--- src/rtl/fp_div_pkg.sv ---
// Shared types, constants and operand unpacking for the half-precision divider.
// Field widths default to E5M10 and match the fp_div parameter defaults.
package fp_div_pkg;

   localparam int FP_E    = 5;
   localparam int FP_M    = 10;
   localparam int FP_W    = FP_E + FP_M + 1;
   localparam int FP_BIAS = (1 << (FP_E - 1)) - 1;

   localparam logic [FP_W-1:0] FP_INF = {1'b0, {FP_E{1'b1}}, {FP_M{1'b0}}};
   localparam logic [FP_W-1:0] FP_NAN = {1'b0, {FP_E{1'b1}}, 1'b1, {(FP_M-1){1'b0}}};

   typedef enum logic [1:0] {IDLE, DIV, NORM, DONE} state_t;

   typedef struct packed {
      logic            sign;
      logic [FP_E-1:0] exp;
      logic [FP_M-1:0] frac;
      logic            is_zero;
      logic            is_inf;
      logic            is_nan;
   } fp_fields_t;

   // Subnormal encodings classify as zero, since they are flushed on input.
   function automatic fp_fields_t fp_unpack(input logic [FP_W-1:0] word);
      fp_fields_t f;
      f.sign    = word[FP_W-1];
      f.exp     = word[FP_W-2:FP_M];
      f.frac    = word[FP_M-1:0];
      f.is_zero = (f.exp == '0);
      f.is_inf  = (&f.exp) && (f.frac == '0);
      f.is_nan  = (&f.exp) && (f.frac != '0);
      return f;
   endfunction

endpackage

--- src/rtl/fp_div_round.sv ---
// Normalisation, rounding and range check of the raw quotient.
// FP_DIV_RNE_EN selects round-to-nearest-even; otherwise the quotient is truncated.
module fp_div_round
   import fp_div_pkg::*;
#(
   parameter int E = FP_E,
   parameter int M = FP_M
) (
   input  logic                sign,
   input  logic [M+2:0]        quo,
   input  logic                sticky,
   input  logic signed [E+1:0] exp_pre,
   output logic [E+M:0]        result,
   output logic                overflow,
   output logic                underflow
);

   localparam logic signed [E+1:0] EXP_MAX  = (E+2)'((1 << E) - 1);
   localparam logic signed [E+1:0] EXP_ZERO = '0;

   logic [M-1:0]        frac;
   logic                guard;
   logic                st;
   logic                inc;
   logic signed [E+1:0] exp_norm;
   logic signed [E+1:0] exp_rnd;
   logic [M:0]          frac_sum;

   // A quotient below 1.0 leaves its leading one one place lower.
   always_comb begin
      if (quo[M+2]) begin
         frac     = quo[M+1:2];
         guard    = quo[1];
         st       = sticky | quo[0];
         exp_norm = exp_pre;
      end else begin
         frac     = quo[M:1];
         guard    = quo[0];
         st       = sticky;
         exp_norm = exp_pre - $signed((E+2)'(1));
      end
   end

`ifdef FP_DIV_RNE_EN
   assign inc = guard & (st | frac[0]);
`else
   logic unused_round;
   assign inc          = 1'b0;
   assign unused_round = guard ^ st;
`endif

   assign frac_sum = {1'b0, frac} + (M+1)'(inc);
   assign exp_rnd  = exp_norm + $signed({{(E+1){1'b0}}, frac_sum[M]});

   always_comb begin
      overflow  = 1'b0;
      underflow = 1'b0;
      result    = {sign, exp_rnd[E-1:0], frac_sum[M-1:0]};
      if (exp_rnd >= EXP_MAX) begin
         overflow = 1'b1;
         result   = {sign, {E{1'b1}}, {M{1'b0}}};
      end else if (exp_rnd <= EXP_ZERO) begin
         underflow = 1'b1;
         result    = {sign, {(E+M){1'b0}}};
      end
   end

endmodule

--- src/rtl/fp_div.sv ---
// Iterative floating-point divider, one restoring quotient bit per cycle, valid/ready on both sides.
// Define FP_DIV_RNE_EN for round-to-nearest-even instead of truncation.
module fp_div
   import fp_div_pkg::*;
#(
   parameter int EXPONENT_WIDTH = FP_E,
   parameter int MANTISSA_WIDTH = FP_M
) (
   input  logic                                    clk,
   input  logic                                    rst_n,
   input  logic                                    in_valid,
   output logic                                    in_ready,
   input  logic [EXPONENT_WIDTH+MANTISSA_WIDTH:0]  flp_a,
   input  logic [EXPONENT_WIDTH+MANTISSA_WIDTH:0]  flp_b,
   output logic                                    out_valid,
   input  logic                                    out_ready,
   output logic [EXPONENT_WIDTH+MANTISSA_WIDTH:0]  result,
   output logic                                    div_by_zero,
   output logic                                    overflow,
   output logic                                    underflow,
   output logic                                    invalid
);

   localparam int E  = EXPONENT_WIDTH;
   localparam int M  = MANTISSA_WIDTH;
   localparam int W  = E + M + 1;
   localparam int CW = $clog2(M + 3);
   localparam logic signed [E+1:0] BIAS_S    = (E+2)'((1 << (E - 1)) - 1);
   localparam logic [CW-1:0]       LAST_ITER = CW'(M + 2);

   state_t              state_reg, state_next;
   logic [CW-1:0]       count_reg;
   logic [M+2:0]        rem_reg;
   logic [M+2:0]        quo_reg;
   logic [M:0]          mb_reg;
   logic                sign_reg;
   logic signed [E+1:0] exp_reg;
   logic                special_reg;
   logic [W-1:0]        special_result_reg;
   logic                special_dz_reg, special_inv_reg;
   logic [W-1:0]        result_reg;
   logic                dz_reg, ovf_reg, udf_reg, inv_reg;

   fp_fields_t   fa, fb;
   logic         sign_q;
   logic         special_next, special_dz_next, special_inv_next;
   logic [W-1:0] special_result_next;
   logic         q_bit;
   logic [M+1:0] rem_diff;
   logic         sticky;
   logic [W-1:0] rnd_result;
   logic         rnd_ovf, rnd_udf;

   assign fa     = fp_unpack(flp_a);
   assign fb     = fp_unpack(flp_b);
   assign sign_q = fa.sign ^ fb.sign;

   always_comb begin
      state_next = state_reg;
      case (state_reg)
         IDLE:    if (in_valid) state_next = DIV;
         DIV:     if (count_reg == LAST_ITER) state_next = NORM;
         NORM:    state_next = DONE;
         DONE:    if (out_ready) state_next = IDLE;
         default: state_next = IDLE;
      endcase
   end

   // Special operands are decided at acceptance; the divider still runs so latency stays fixed.
   always_comb begin
      special_next        = 1'b1;
      special_result_next = '0;
      special_dz_next     = 1'b0;
      special_inv_next    = 1'b0;
      if (fa.is_nan | fb.is_nan | (fa.is_zero & fb.is_zero) | (fa.is_inf & fb.is_inf)) begin
         special_result_next = FP_NAN;
         special_inv_next    = 1'b1;
      end else if (fa.is_inf) begin
         special_result_next = {sign_q, FP_INF[W-2:0]};
      end else if (fb.is_inf | fa.is_zero) begin
         special_result_next = {sign_q, {(W-1){1'b0}}};
      end else if (fb.is_zero) begin
         special_result_next = {sign_q, FP_INF[W-2:0]};
         special_dz_next     = 1'b1;
      end else begin
         special_next = 1'b0;
      end
   end

   assign q_bit    = rem_reg >= {2'b00, mb_reg};
   assign rem_diff = q_bit ? (M+2)'(rem_reg - {2'b00, mb_reg}) : (M+2)'(rem_reg);
   assign sticky   = rem_reg != '0;

   fp_div_round #(.E(E), .M(M)) u_round (
      .sign      (sign_reg),
      .quo       (quo_reg),
      .sticky    (sticky),
      .exp_pre   (exp_reg),
      .result    (rnd_result),
      .overflow  (rnd_ovf),
      .underflow (rnd_udf)
   );

   always_ff @(posedge clk) begin
      if (!rst_n) begin
         state_reg          <= IDLE;
         count_reg          <= '0;
         rem_reg            <= '0;
         quo_reg            <= '0;
         mb_reg             <= '0;
         sign_reg           <= 1'b0;
         exp_reg            <= '0;
         special_reg        <= 1'b0;
         special_result_reg <= '0;
         special_dz_reg     <= 1'b0;
         special_inv_reg    <= 1'b0;
         result_reg         <= '0;
         dz_reg             <= 1'b0;
         ovf_reg            <= 1'b0;
         udf_reg            <= 1'b0;
         inv_reg            <= 1'b0;
      end else begin
         state_reg <= state_next;
         case (state_reg)
            IDLE: if (in_valid) begin
               rem_reg            <= {2'b00, 1'b1, fa.frac};
               mb_reg             <= {1'b1, fb.frac};
               quo_reg            <= '0;
               count_reg          <= '0;
               sign_reg           <= sign_q;
               exp_reg            <= $signed({2'b00, fa.exp}) - $signed({2'b00, fb.exp}) + BIAS_S;
               special_reg        <= special_next;
               special_result_reg <= special_result_next;
               special_dz_reg     <= special_dz_next;
               special_inv_reg    <= special_inv_next;
            end
            DIV: begin
               rem_reg   <= {rem_diff, 1'b0};
               quo_reg   <= {quo_reg[M+1:0], q_bit};
               count_reg <= count_reg + 1'b1;
            end
            NORM: begin
               result_reg <= special_reg ? special_result_reg : rnd_result;
               dz_reg     <= special_reg & special_dz_reg;
               inv_reg    <= special_reg & special_inv_reg;
               ovf_reg    <= ~special_reg & rnd_ovf;
               udf_reg    <= ~special_reg & rnd_udf;
            end
            DONE: if (out_ready) begin
               dz_reg  <= 1'b0;
               inv_reg <= 1'b0;
               ovf_reg <= 1'b0;
               udf_reg <= 1'b0;
            end
            default: ;
         endcase
      end
   end

   assign in_ready    = (state_reg == IDLE);
   assign out_valid   = (state_reg == DONE);
   assign result      = result_reg;
   assign div_by_zero = dz_reg;
   assign overflow    = ovf_reg;
   assign underflow   = udf_reg;
   assign invalid     = inv_reg;

endmodule
--- config.mk ---
export PLATFORM = sky130hd
export DESIGN_NAME = fp_div
export DESIGN_NICKNAME = d
export VERILOG_FILES = /design/src/rtl/fp_div_pkg.sv /design/src/rtl/fp_div_round.sv /design/src/rtl/fp_div.sv
export SDC_FILE = /design/constraint.sdc
export NUM_CORES = 1
export LEC_CHECK = 0
export BUFFER_PORTS_ARGS = -buffer_cell sky130_fd_sc_hd__buf_2
export CAP_MARGIN = 40
export CORE_ASPECT_RATIO = 0.6
export CORE_MARGIN = 2
export CORE_UTILIZATION = 39
export DETAILED_ROUTE_END_ITERATION = 16
export SETUP_SLACK_MARGIN = 0.1
export SYNTH_ARGS = -nofsm -noshare
export SYNTH_HDL_FRONTEND = slang
export SYNTH_SLANG_ARGS = --single-unit
--- constraint.sdc ---
create_clock -name clk -period 2.6 [get_ports clk]
set_clock_uncertainty 0.2 [all_clocks]
set_input_delay 0.26 -clock clk [delete_from_list [all_inputs] [get_ports clk]]
set_output_delay 0.26 -clock clk [all_outputs]
set_load 0.1 [all_outputs]
Yosys cells after proc, flatten, opt, wreduce, memory -nomap -nowiden --
Index checks and enable logic that the tools add are counted.
Word-level totals: register bits after elaboration 90, memories kept 0, bits in latches 0, logic and storage cells 98, bits of input ports 36, RAM bits 0, output and inout bits 22, bits in read-only memories 0
Operators by class: multipliers 0, bitwise operators 12, reductions and logical operators 19, add/sub/neg operators 5, $lt $le $gt $ge 3, divide/modulo/power cells 0, shift operators 0, equal/unequal tests 7, muxes and demuxes 36
Operators by type and width (number):
- $mux W16 | 5
- $pmux W13 S2 | 2
- $mux W15 | 2
- $mux W13 | 2
- $logic_not A10 Y1 | 2
- $reduce_bool A10 Y1 | 2
- $ge A13 B11 Y1 | 1
- $mux W1 | 12
- $mux W12 | 1
- $sub A12 B11 Y12 | 1
- $logic_not A5 Y1 | 2
- $mux W10 | 1
- $reduce_and A5 Y1 | 2
- $pmux W1 S2 | 4
- $pmux W2 S4 | 1
- $pmux W4 S2 | 1
- $add A6 B5 Y7 const B | 1
- $ge A7 B6 Y1 const B | 1
- $le A7 B1 Y1 const B | 1
- $mux W7 | 1
- $sub A7 B2 Y7 const B | 1
- $and A1 B1 Y1 | 6
- $mux W2 | 3
- $reduce_and A2 Y1 | 3
- 15 further kinds | 24

Logic depth before layout (Yosys ltp) --
word-level depth 7, depth in mapped cells 11, mapped depth without buffers 11

Modules after synthesis --
From an unflattened synthesis, not the netlist that was laid out.
Unflattened totals: cell total of the unflattened synthesis 549, area, all modules 4539.4 µm²
Modules (own cells, without submodules):
- fp_div | area each 3978.8 µm², times used 1, cells each 478
- fp_div_round | area each 560.5 µm², times used 1, cells each 71

Worst setup path before layout --
No wires, ideal clock.
path type register to register, start register state_reg[0], end register quo_reg[12], stages on the path, launching flop included 10, clock period less this slack 2.743 ns, required time 2.335 ns, data arrival time 2.478 ns, setup time 0.065 ns, slack -0.143 ns, cells stage by stage dfxtp_1 inv_1 ha_1 nand2b_1 clkbuf_1 o21ai_0 clkbuf_1 buf_1 a22oi_1 nor2_1
Between the ends: word-level cells in the longest chain between the ends 3
RTL lines:
- from (decl) | RTL line fp_div.sv:31 | state_t state_reg, state_next;
- from (signal assigned) | RTL line fp_div.sv:123 | state_reg <= state_next;
- $logic_not A2 Y1 *
- net in_ready | RTL line fp_div.sv:12 | output logic in_ready,
- $ne A2 B2 Y1 (no source line) or $reduce_bool A2 Y1 (tied branches)
- $reduce_and A2 Y1 (no source line)
- to (signal assigned) | RTL line fp_div.sv:139 | quo_reg <= {quo_reg[M+1:0], q_bit};
- to (decl) | RTL line fp_div.sv:34 | logic [M+2:0] quo_reg;
Mark *: on every way through the listed nets, which the timed path passes. The rest lies on a longest branch. A chain may end at the register's enable or synchronous reset.

Worst setup path in the final report --
start register rem_reg[6], end register rem_reg[4]
Between the ends: word-level cells in the longest chain between the ends 3
RTL lines:
- from (decl) | RTL line fp_div.sv:33 | logic [M+2:0] rem_reg;
- from (signal assigned) | RTL line fp_div.sv:126 | rem_reg <= {2'b00, 1'b1, fa.frac};
- from (signal assigned) | RTL line fp_div.sv:138 | rem_reg <= {rem_diff, 1'b0};
- $ge A13 B11 Y1 | RTL line fp_div.sv:90 | assign q_bit = rem_reg >= {2'b00, mb_reg};
- $mux W12 | RTL line fp_div.sv:91 | assign rem_diff = q_bit ? (M+2)'(rem_reg - {2'b00, mb_reg}) : (M+2)'(rem_reg);
- $pmux W13 S2 | RTL line fp_div.sv:124 | case (state_reg)
No other way between the ends.

==> metrics.txt <==
max incr delay on CP 370 ps; final worst slack 201 ps; layout cells sized above 1 0.242; Initial Util 0.399; Critical Path End Type flop; drt wl/cell 16.1 microns; CTS max path bufs 2; most common cell in the netlist dfxtp_1; detailed-route DRC error count 0; CP required 2620 ps; IO Pins 58; Cell Area, Synth 4510 sq um; met2 wire len 5.19 mm; worst-margin pin slew 654 ps; Crit path max-delay family compound AO/OA/AOI/OAI gates; Num CTS Buffers 9; max reg flops 16; vias per inst 5.46; routability cong. 0.848; critical path's slowest cell ha_1; met1 wire length 6.43 mm; mux share of post-synthesis cell area 0.0566; Nets 684; f_max 0.417 GHz; vias in the first global route 4166; complex-gate fraction of the synthesized area 0.246; RSZ-0062 raised after global routing true; CP Cell Sequence ha_1 -> a21o_1 -> a221o_1 -> a31oi_1 -> nand2_1 -> buf_4 -> mux2i_1 -> o22ai_1; EDFF count, synth 0; critical path buffer and inverter count 1; Netlist cell types 56; clock root cell clkbuf_16; Synth Register Bits 76; post-synth top area share 0.337; worst-skew pair later-pin latency 340 ps; Peak VDD IR 0.509 mV; initial antenna violation count 0; initial DRC count 402; status complete, no violations; xor/xnor cell area share of the yosys netlist 0.0349; largest family of logic cells by synthesized area compound AO/OA/AOI/OAI gates; drt total wl 12.7 mm; first-pass GRT wire length 21.0 mm; Rel. slew slack 0.562; Placed Area 5060 sq um; gr ovfl total 0; Placeable Area 11300 sq um; Area Overhead vs Synth 23.5%; cell taking the most area after synthesis dfxtp_1; Post-DP HPWL 9.32 mm; TNS Setup 0 ps; critical path startpoint category flop; Leak Pwr 0.00230 uW; crit path max fanout 5; final instance area 5570 sq um; Antenna Cells 0; final period demand of the worst path 2400 ps; largest net degree at the start of global routing 31; CTS H-tree depth 3; pre-CTS WS -101 ps; adder-cell share of the synthesized area 0.0754; met3 wire length 910 microns; Synth async-reset ratio 0; Tcrit/Tclk final 0.923; endpoints failing setup 0; Die X-Extent 143 microns; simple-gate share of the synthesized area 0.190; synth cell count leaders dfxtp_1, nor2_1, a21oi_1; Via Count 4295; Max Slew Vio Count 0; 1st-pass router iterations 5; Crit Path Category reg2reg; die area 12500 sq um; CTS Sinks 76; Reg clk slew, reported paths 70 ps; chip height 87.3 microns; Worst Path Arrival 2420 ps; Final Hold Fails 0; post-synthesis sequential area ratio 0.337; Syn Inst Count 550; CTS tree built; yosys warns 0; worst hold path type in2reg; GRT Overall Usage 0.213; Post-DRT Antenna Nets 0; Synth Flop Type dfxtp_1; top cells by area, synth dfxtp_1, ha_1, nor2_1; I/O Buffers 57; top sig layer met4; syn_area_per_cell 8.21 sq um; Power Density 1340 nW/um^2; syn_nets 612; num rows 30; Max Cap Viol 0
per-stage QoR:
step	power, uW	instances	util	hold slack, ps
detailed placement	5860	758	0.448	249
global route	7980	787	0.493	142
finish	7460	787	0.493	124
floorplan	4670	550	-	196
CTS	7130	784	0.483	118
global placement	5780	758	0.448	246
power breakdown:
part	switching [uW]	total [uW]	internal (uW)
sequential	272	1680	1410
combinational	2680	4550	1870
clock	563	1230	668
total	3510	7460	3950
metal layers:
| layer | track usage | vias up |
|---|---|---|
| met3 | 0.0500 | 14 |
| met2 | 0.314 | 127 |
| met5 | 0 | - |
| li1 | - | 2134 |
| met1 | 0.311 | 2020 |
| met4 | 0.0558 | 0 |
worst min-delay path, delay by kind of cell:
kind,cells,cell delay (ps)
xor gates and xnor gates,1,190
buffers and inverters,1,80
AOI/OAI and AO/OA,1,90
path summary, 6_finish.rpt:
path	startpoint	to	slack [ps]	cells past startpoint
setup / recovery	rem_reg[6]$_SDFFE_PN0P_	rem_reg[4]$_SDFFE_PN0P_	200	8
hold / removal	flp_a[15]	sign_reg$_SDFFE_PN0P_	120	3
setup reg to reg	rem_reg[6]$_SDFFE_PN0P_	rem_reg[4]$_SDFFE_PN0P_	200	8
hold reg to reg	mb_reg[7]$_SDFFE_PN0P_	mb_reg[7]$_SDFFE_PN0P_	260	2
area by class of cell:
| class | count | area, sq um |
|---|---|---|
| Inverter | 32 | 120 |
| Clock inverter | 7 | 67.6 |
| Timing Repair Buffer | 95 | 608 |
| Tap cell | 160 | 200 |
| Sequential cell | 76 | 1530 |
| Multi-Input combinational cell | 408 | 2820 |
| Clock buffer | 9 | 225 |
| Fill cell | 1080 | 5730 |
cells by family after synthesis:
group	Yosys count
DFF	76
xor gates and xnor gates	18
and+or+nand+nor	174
AOI/OAI and AO/OA	166
adders and majority gates	26
muxes	24
buffers and inverters	66
repair_timing:
action,in CTS,in global routing
hold buffers,10,0
setup buffers,0,3
endpoints found under the hold margin,10,0
pin swaps,0,7
resized for setup,1,28
setup endpoints to repair,1,25
gates cloned,0,0
placed cells by master, fill, tap and decap left out, drive strengths merged, types with 3 or more instances in the layout:
cell type    count
clkbuf           9
a32oi            4
a21o             3
a22oi           17
a211o            3
o21a             6
a311oi           4
and3             7
dlygate4sd3     10
nand2b           4
or4              3
xnor2           14
o211ai           3
nor3b           12
and2             7
xor2             4
mux2            12
o31ai            3
ha              24
o22ai            9
nor2            55
buf             85
mux2i           12
a211oi           7
o21ai           33
nor2b           10
a22o             9
nand2           38
nor4             5
a21boi           3
clkinv           3
dfxtp           76
a21oi           42
nor3             7
a31oi            5
inv             35
nand3           18
No activity file was read; power rests on OpenSTA's default activity.
